**src/rtl/rect_draw.sv**
```systemverilog
// Column-major rectangle rasteriser: one pixel per clock for w*h cycles, then a one-cycle done pulse.
// No backpressure: start is honoured only in IDLE; requests while busy are dropped, not queued.
module rect_draw #(
   parameter int X_W      = 8,
   parameter int Y_W      = 7,
   parameter int SIZE_W   = 7,
   parameter int COLOR_W  = 3,
   parameter int SCREEN_W = 160,
   parameter int SCREEN_H = 120
) (
   input  logic               clk,
   input  logic               resetn,
   input  logic               start,
   input  logic [X_W-1:0]     x_in,
   input  logic [Y_W-1:0]     y_in,
   input  logic [SIZE_W-1:0]  w_in,
   input  logic [SIZE_W-1:0]  h_in,
   input  logic [COLOR_W-1:0] color_in,
   input  logic [COLOR_W-1:0] bg_color,
   input  logic               erase,
   output logic               busy,
   output logic               done,
   output logic               writeEn,
   output logic [X_W-1:0]     x_out,
   output logic [Y_W-1:0]     y_out,
   output logic [COLOR_W-1:0] color_out
);

   typedef enum logic [1:0] {
      IDLE = 2'd0,
      DRAW = 2'd1,
      DONE = 2'd2
   } state_t;

   localparam logic [X_W:0]    SCR_W = (X_W+1)'(SCREEN_W);
   localparam logic [Y_W:0]    SCR_H = (Y_W+1)'(SCREEN_H);
   localparam logic [SIZE_W-1:0] ONE = SIZE_W'(1);

   state_t state, state_nxt;

   logic [X_W-1:0]     x0;
   logic [Y_W-1:0]     y0;
   logic [SIZE_W-1:0]  w;
   logic [SIZE_W-1:0]  h;
   logic [COLOR_W-1:0] col;
   logic [SIZE_W-1:0]  cx;
   logic [SIZE_W-1:0]  cy;

   logic               req_ok;
   logic               col_end;
   logic               last_pix;
   logic [X_W:0]       sum_x;
   logic [Y_W:0]       sum_y;

   // A request that would produce no visible origin is completed immediately.
   assign req_ok   = (w_in != '0) && (h_in != '0) &&
                     ({1'b0, x_in} < SCR_W) && ({1'b0, y_in} < SCR_H);
   assign col_end  = (cy == h - ONE);
   assign last_pix = col_end && (cx == w - ONE);

   // Sums carry one extra bit so that wrap-around can never sneak a pixel on-screen.
   assign sum_x = {1'b0, x0} + (X_W+1)'(cx);
   assign sum_y = {1'b0, y0} + (Y_W+1)'(cy);

   always_ff @(posedge clk) begin
      if (!resetn) begin
         state <= IDLE;
      end else begin
         state <= state_nxt;
      end
   end

   always_comb begin
      state_nxt = state;
      case (state)
         IDLE: begin
            if (start) begin
               state_nxt = req_ok ? DRAW : DONE;
            end
         end
         DRAW: begin
            if (last_pix) begin
               state_nxt = DONE;
            end
         end
         DONE:    state_nxt = IDLE;
         default: state_nxt = IDLE;
      endcase
   end

   always_comb begin
      busy      = (state != IDLE);
      done      = (state == DONE);
      writeEn   = (state == DRAW) && (sum_x < SCR_W) && (sum_y < SCR_H);
      x_out     = sum_x[X_W-1:0];
      y_out     = sum_y[Y_W-1:0];
      color_out = col;
   end

   always_ff @(posedge clk) begin
      if (!resetn) begin
         x0  <= '0;
         y0  <= '0;
         w   <= '0;
         h   <= '0;
         col <= '0;
         cx  <= '0;
         cy  <= '0;
      end else if (state == IDLE) begin
         if (start && req_ok) begin
            x0  <= x_in;
            y0  <= y_in;
            w   <= w_in;
            h   <= h_in;
            col <= erase ? bg_color : color_in;
            cx  <= '0;
            cy  <= '0;
         end
      end else if (state == DRAW) begin
         if (col_end) begin
            cy <= '0;
            cx <= cx + ONE;
         end else begin
            cy <= cy + ONE;
         end
      end
   end

endmodule

```
**config.mk**
```make
export PLATFORM = sky130hd
export DESIGN_NAME = rect_draw
export DESIGN_NICKNAME = d
export VERILOG_FILES = /design/src/rtl/rect_draw.sv
export SDC_FILE = /design/constraint.sdc
export NUM_CORES = 1
export LEC_CHECK = 0
export CORE_MARGIN = 4
export CORE_UTILIZATION = 35
export CTS_CLUSTER_SIZE = 12
export DETAILED_ROUTE_END_ITERATION = 12
export PLACE_DENSITY_LB_ADDON = 0.1
export SLEW_MARGIN = 40
export SYNTH_ARGS = -nofsm -noshare
export SYNTH_HDL_FRONTEND = slang
export SYNTH_SLANG_ARGS = --single-unit
```
**constraint.sdc**
```tcl
create_clock -name clk -period 3.4 [get_ports clk]
set_clock_uncertainty 0.2 [all_clocks]
set_input_delay 0.34 -clock clk [delete_from_list [all_inputs] [get_ports clk]]
set_output_delay 0.34 -clock clk [all_outputs]
set_load 0.01 [all_outputs]
```
**Word-level counts from Yosys, hierarchy flattened**

Cells that the tools add are included.
W data, S select, Z words.

- Add/subtract/negate cells: 6
- Multipliers: 0
- Divide/modulo/power cells: 0
- Order comparisons: 4
- Equal/unequal tests: 7
- Shift operators: 0
- Multiplexer cells: 12
- Bitwise logic cells: 0
- Reductions and logical operators: 17

Operators by type and width:

| cell | number |
|---|---|
| $mux W7 | 7 |
| $add A7 B1 Y7 const B | 2 |
| $eq A7 B7 Y1 | 2 |
| $reduce_bool A7 Y1 | 2 |
| $sub A7 B1 Y7 const B | 2 |
| $add A8 B7 Y9 | 1 |
| $lt A9 B8 Y1 const B | 1 |
| $add A7 B7 Y8 | 1 |
| $lt A8 B7 Y1 const B | 1 |
| $lt A8 B8 Y1 const B | 1 |
| $logic_and A1 B1 Y1 | 7 |
| $lt A7 B7 Y1 const B | 1 |
| $mux W2 | 3 |
| $reduce_and A2 Y1 | 3 |
| $reduce_bool A2 Y1 | 3 |
| $ne A2 B2 Y1 const B | 2 |
| $pmux W2 S2 | 1 |
| $mux W3 | 1 |
| $reduce_and A3 Y1 | 1 |
| $eq A2 B1 Y1 const B | 1 |
| $eq A2 B2 Y1 const B | 1 |
| $logic_not A2 Y1 | 1 |
| $ne A2 B1 Y1 const B | 1 |

- Flip-flop bits (word level): 48
- Latch bits: 0
- Bits in writable memories: 0
- Memory bits (read-only): 0
- Input port bits: 39
- Output and inout port bits: 21
- Logic and storage cells: 54
- Memories: 0

**Depth between registers and ports, before layout**

- Word-level depth: 7
- Mapped depth: 10
- Depth with buffers taken out: 10

**Worst setup path before layout**

Ideal clock, no wire load.

- Path type: register to output
- From: reg cy[0]
- To: out writeEn
- Arrival: 2.421 ns
- Data required time: 2.860 ns
- Slack: 0.439 ns
- Stages on the path, launching flop included: 11
- Buffers on the path: 0
- Path through: dfxtp_1 -> ha_1 -> inv_1 -> fa_1 -> nor2b_1 -> o21ai_0 -> a21boi_0 -> or4b_1 -> o311ai_0 -> a41o_1 -> a211oi_1

- Cells in the longest elaborated chain, start to end: 3

Ends and longest elaborated chain:

| item | RTL line | text |
|---|---|---|
| start, declared | 47 | `logic [SIZE_W-1:0] cy;` |
| start signal, assigned | 124 | `cy <= cy + ONE;` |
| $add A7 B7 Y8 | 63 | `assign sum_y = {1'b0, y0} + (Y_W+1)'(cy);` |
| via y_out[6] | 25 | `output logic [Y_W-1:0] y_out,` |
| $lt A8 B7 Y1 | 94 | `writeEn = (state == DRAW) && (sum_x < SCR_W) && (sum_y < SCR_H);` |
| $logic_and A1 B1 Y1 | 94 |  |
| end, declared | 23 | `output logic writeEn,` |

The timed path passes the listed nets, and every way through them passes these cells.

**Final worst setup path**

- From: reg y0[0]
- To: out y_out[6]

- Cells in the longest elaborated chain, start to end: 1

Ends and longest elaborated chain:

| item | RTL line | text |
|---|---|---|
| start, declared | 42 | `logic [Y_W-1:0] y0;` |
| start signal, assigned | 112 | `y0 <= y_in;` |
| $add A7 B7 Y8 | 63 |  |
| end, declared | 25 |  |

Every way passes these cells.

==> flow_summary.ini <==
[layout]
area_growth_pct = 27.78
drive_gt1_frac = 0.08126
mostFrequentLayoutCell = nand2_1
finalNonFillerCells = 548
nets = 501
num_antenna_cells = 0
final_cell_mix = nand2_1, clkdlybuf4s50_1, dfxtp_1

[sta]
worstMarginPinSlew_ns = 0.6178
fin_crit_sh = 0.9534
setup_viol = 0
relSlewSlack = 0.5882
timing.setup.tns_ns = 0
final-max-slew-violation-count = 0
min_period_ns = 3.242
max_freq_ghz = 0.3085
whs_ns = 0.2712
fin_ws_ns = 0.1583
hold_viol = 0
grt_setup_unrepaired = false

[global_routing]
grt_antenna_before_repair = 0
grt_first_pass_wirelength_mm = 12.14
grt_use_total = 0.1488
grt-ovfl-total = 0
grt_max_degree = 16
grt_pass1_vias = 2580

[pwr]
p_leak_nw = 1.563
irDropWorstVdd_v = 0.0001434
powerDensity_mw_per_mm2 = 328.9

[clocking]
clkLatencyLatePin_ns = 0.30
clkTransAtPathRegs_ns = 0.09
root_buffer = clkbuf_8
h-tree-depth = 2
max-clock-path-buffers = 2
cts.sinks = 48
cts_buffers = 5
cts_tree = yes

[outcome]
status = complete, no violations

[floorplanning]
die_h_um = 101.6
io_pins = 60
die_w_um = 101.6
core_area_mm2 = 0.008382
die_area_mm2 = 0.01032
std_cell_rows = 33
start_util = 0.3659

[detailed_routing]
wl_per_cell_um = 13.53
vias_per_cell = 5.000
wirelength_mm = 7.413
firstDrtPassIters = 4
drc = 0
antenna_left = 0
drtIter0Drc = 84
num_vias = 2740

[critical_path]
endpoint_kind = output pin
crit_path_start_kind = register
max_stage_delay_ns = 0.53
critPathMaxFanout = 3
crit_start = y0[0]$_SDFFE_PN0P_
crit_slowest_cell = clkdlybuf4s50_1
path_delay_family = buffers and inverters
cp_num_buf_inv = 3
critical_path_class = reg2out
cp_data_required_time_ns = 2.86
crit_chain = ha_1, inv_1, fa_1, nor2b_1, o21ai_1, a21boi_2, or4b_1, o311ai_2, buf_4, clkdlybuf4s50_1
cp.arrival_ns = 2.70
r2r-start = h[0]$_SDFFE_PN0P_

[placement]
dpl.hpwl_mm = 5.892
place_ws_ns = 0.1212
placed_cells = 540
gp_congestion = 0.7806
port_buffers = 59

[synthesis]
synth-seq-cells = 48
syn_avg_cell_area_um2 = 8.134
synth_nets = 436
synth_area_mm2 = 0.003067
synth_cells = 377
async_reset_ff_frac = 0
ys_types = 54
seq_area_frac_synth = 0.3133
ys.flop_type = dfxtp_1
synth-edff-count = 0
yosysWarnings = 0

[worst_hold_path]
holdCritPathClass = reg2reg
hp-start = x0[4]$_SDFFE_PN0P_

[job]
drv_cap = 0
logic make-up (layout without fill, tap and decap cells):
group / count (synthesis) / in the layout / share of synthesized area
flops: 48 / 48 / 0.3133
xor+xnor: 31 / 31 / 0.09302
simple gates: 141 / 141 / 0.2150
compound gates: 98 / 98 / 0.2301
buf+inv: 35 / 101 / 0.04896
mux: 4 / 4 / 0.01306
fa+ha+maj: 20 / 20 / 0.08650
through the flow:
stage / total power [mW] / instance area [um2] / util
finish: 1.289 / 3919 / 0.4675
global route: 1.366 / 3919 / 0.4675
CTS: 1.306 / 3908 / 0.4662
detailed placement: 0.9488 / 3819 / 0.4556
global placement: 0.9449 / 3819 / 0.4556
floorplan: 0.8102 / 3067 / -
report_power, final:
group	switching [mW]	total, mW	internal [mW]
Clock	0.189	0.355	0.166
Sequential	0.0241	0.614	0.590
Combinational	0.153	0.320	0.166
metal layers:
metal	up-vias	routed length [um]	global-route usage
li1	1443	-	-
met1	1255	3348	0.1888
met2	38	3715	0.2525
met5	-	0	0
met3	4	289	0.03581
met4	0	59	0.03988
flip-flops by register name, indices dropped and copies added, names as in the netlist:
register,flops
x0,8
w,7
color_out,3
h,7
state,2
cx,7
cy,7
y0,7
cells in the mapped netlist, drive strengths merged (2+ instances only):
library cell   n  area share
nand2         73       0.090
and3           7       0.014
a21o           3      0.0073
nand2b         2      0.0041
nor4           4      0.0082
o31a           2      0.0057
fa             2       0.013
o21bai         2      0.0049
a31oi          3       0.011
or3            2      0.0041
ha            18       0.073
o31ai          2      0.0049
xnor2         19       0.054
o211a          3      0.0098
o2111ai        2      0.0078
clkbuf        10       0.012
nor3           7       0.011
or4            3      0.0073
a211oi         3      0.0073
dfxtp         48        0.31
mux2i          4       0.013
nand3          7       0.011
o21ai         16       0.026
nor4b          2      0.0078
a21boi        31       0.076
buf            5       0.012
xor2          11       0.031
a21oi         17       0.028
nor2b          4      0.0082
nor2          22       0.029
nand4          3      0.0061
inv           20       0.024
o21a           7       0.017
worst paths after layout:
kind / cells after the start / slack (ns) / end
setup / recovery: 10 / 0.16 / y_out[6]
hold / removal: 2 / 0.27 / x0[4]$_SDFFE_PN0P_
setup reg to reg: 9 / 0.89 / cx[5]$_SDFFE_PN0P_
hold reg to reg: 2 / 0.27 / x0[4]$_SDFFE_PN0P_
repair_timing:
item,CTS,global route
setup endpoints to repair,2,2
hold buffers,0,0
setup buffers,0,0
gates resized for setup,3,6
worst reg2reg max path: cells and delay by family (launching register included):
family / cells / cell delay [ns]
adder cells (fa/ha/maj): 1 / 0.26
AO/OA/AOI/OAI: 4 / 0.68
XOR/XNOR: 1 / 0.21
flip-flops: 1 / 0.43
AND/OR/NAND/NOR: 2 / 0.61
buffers and inverters: 1 / 0.07
final cells by class:
type | count | area [um2]
fill | 865 | 4463
clock buffer | 8 | 90.09
inverter | 20 | 75.07
tap | 105 | 131.4
timing repair buffer | 73 | 690.7
multi-input combinational | 294 | 1969
sequential | 48 | 962.2
(Power assumes the default switching activity.)
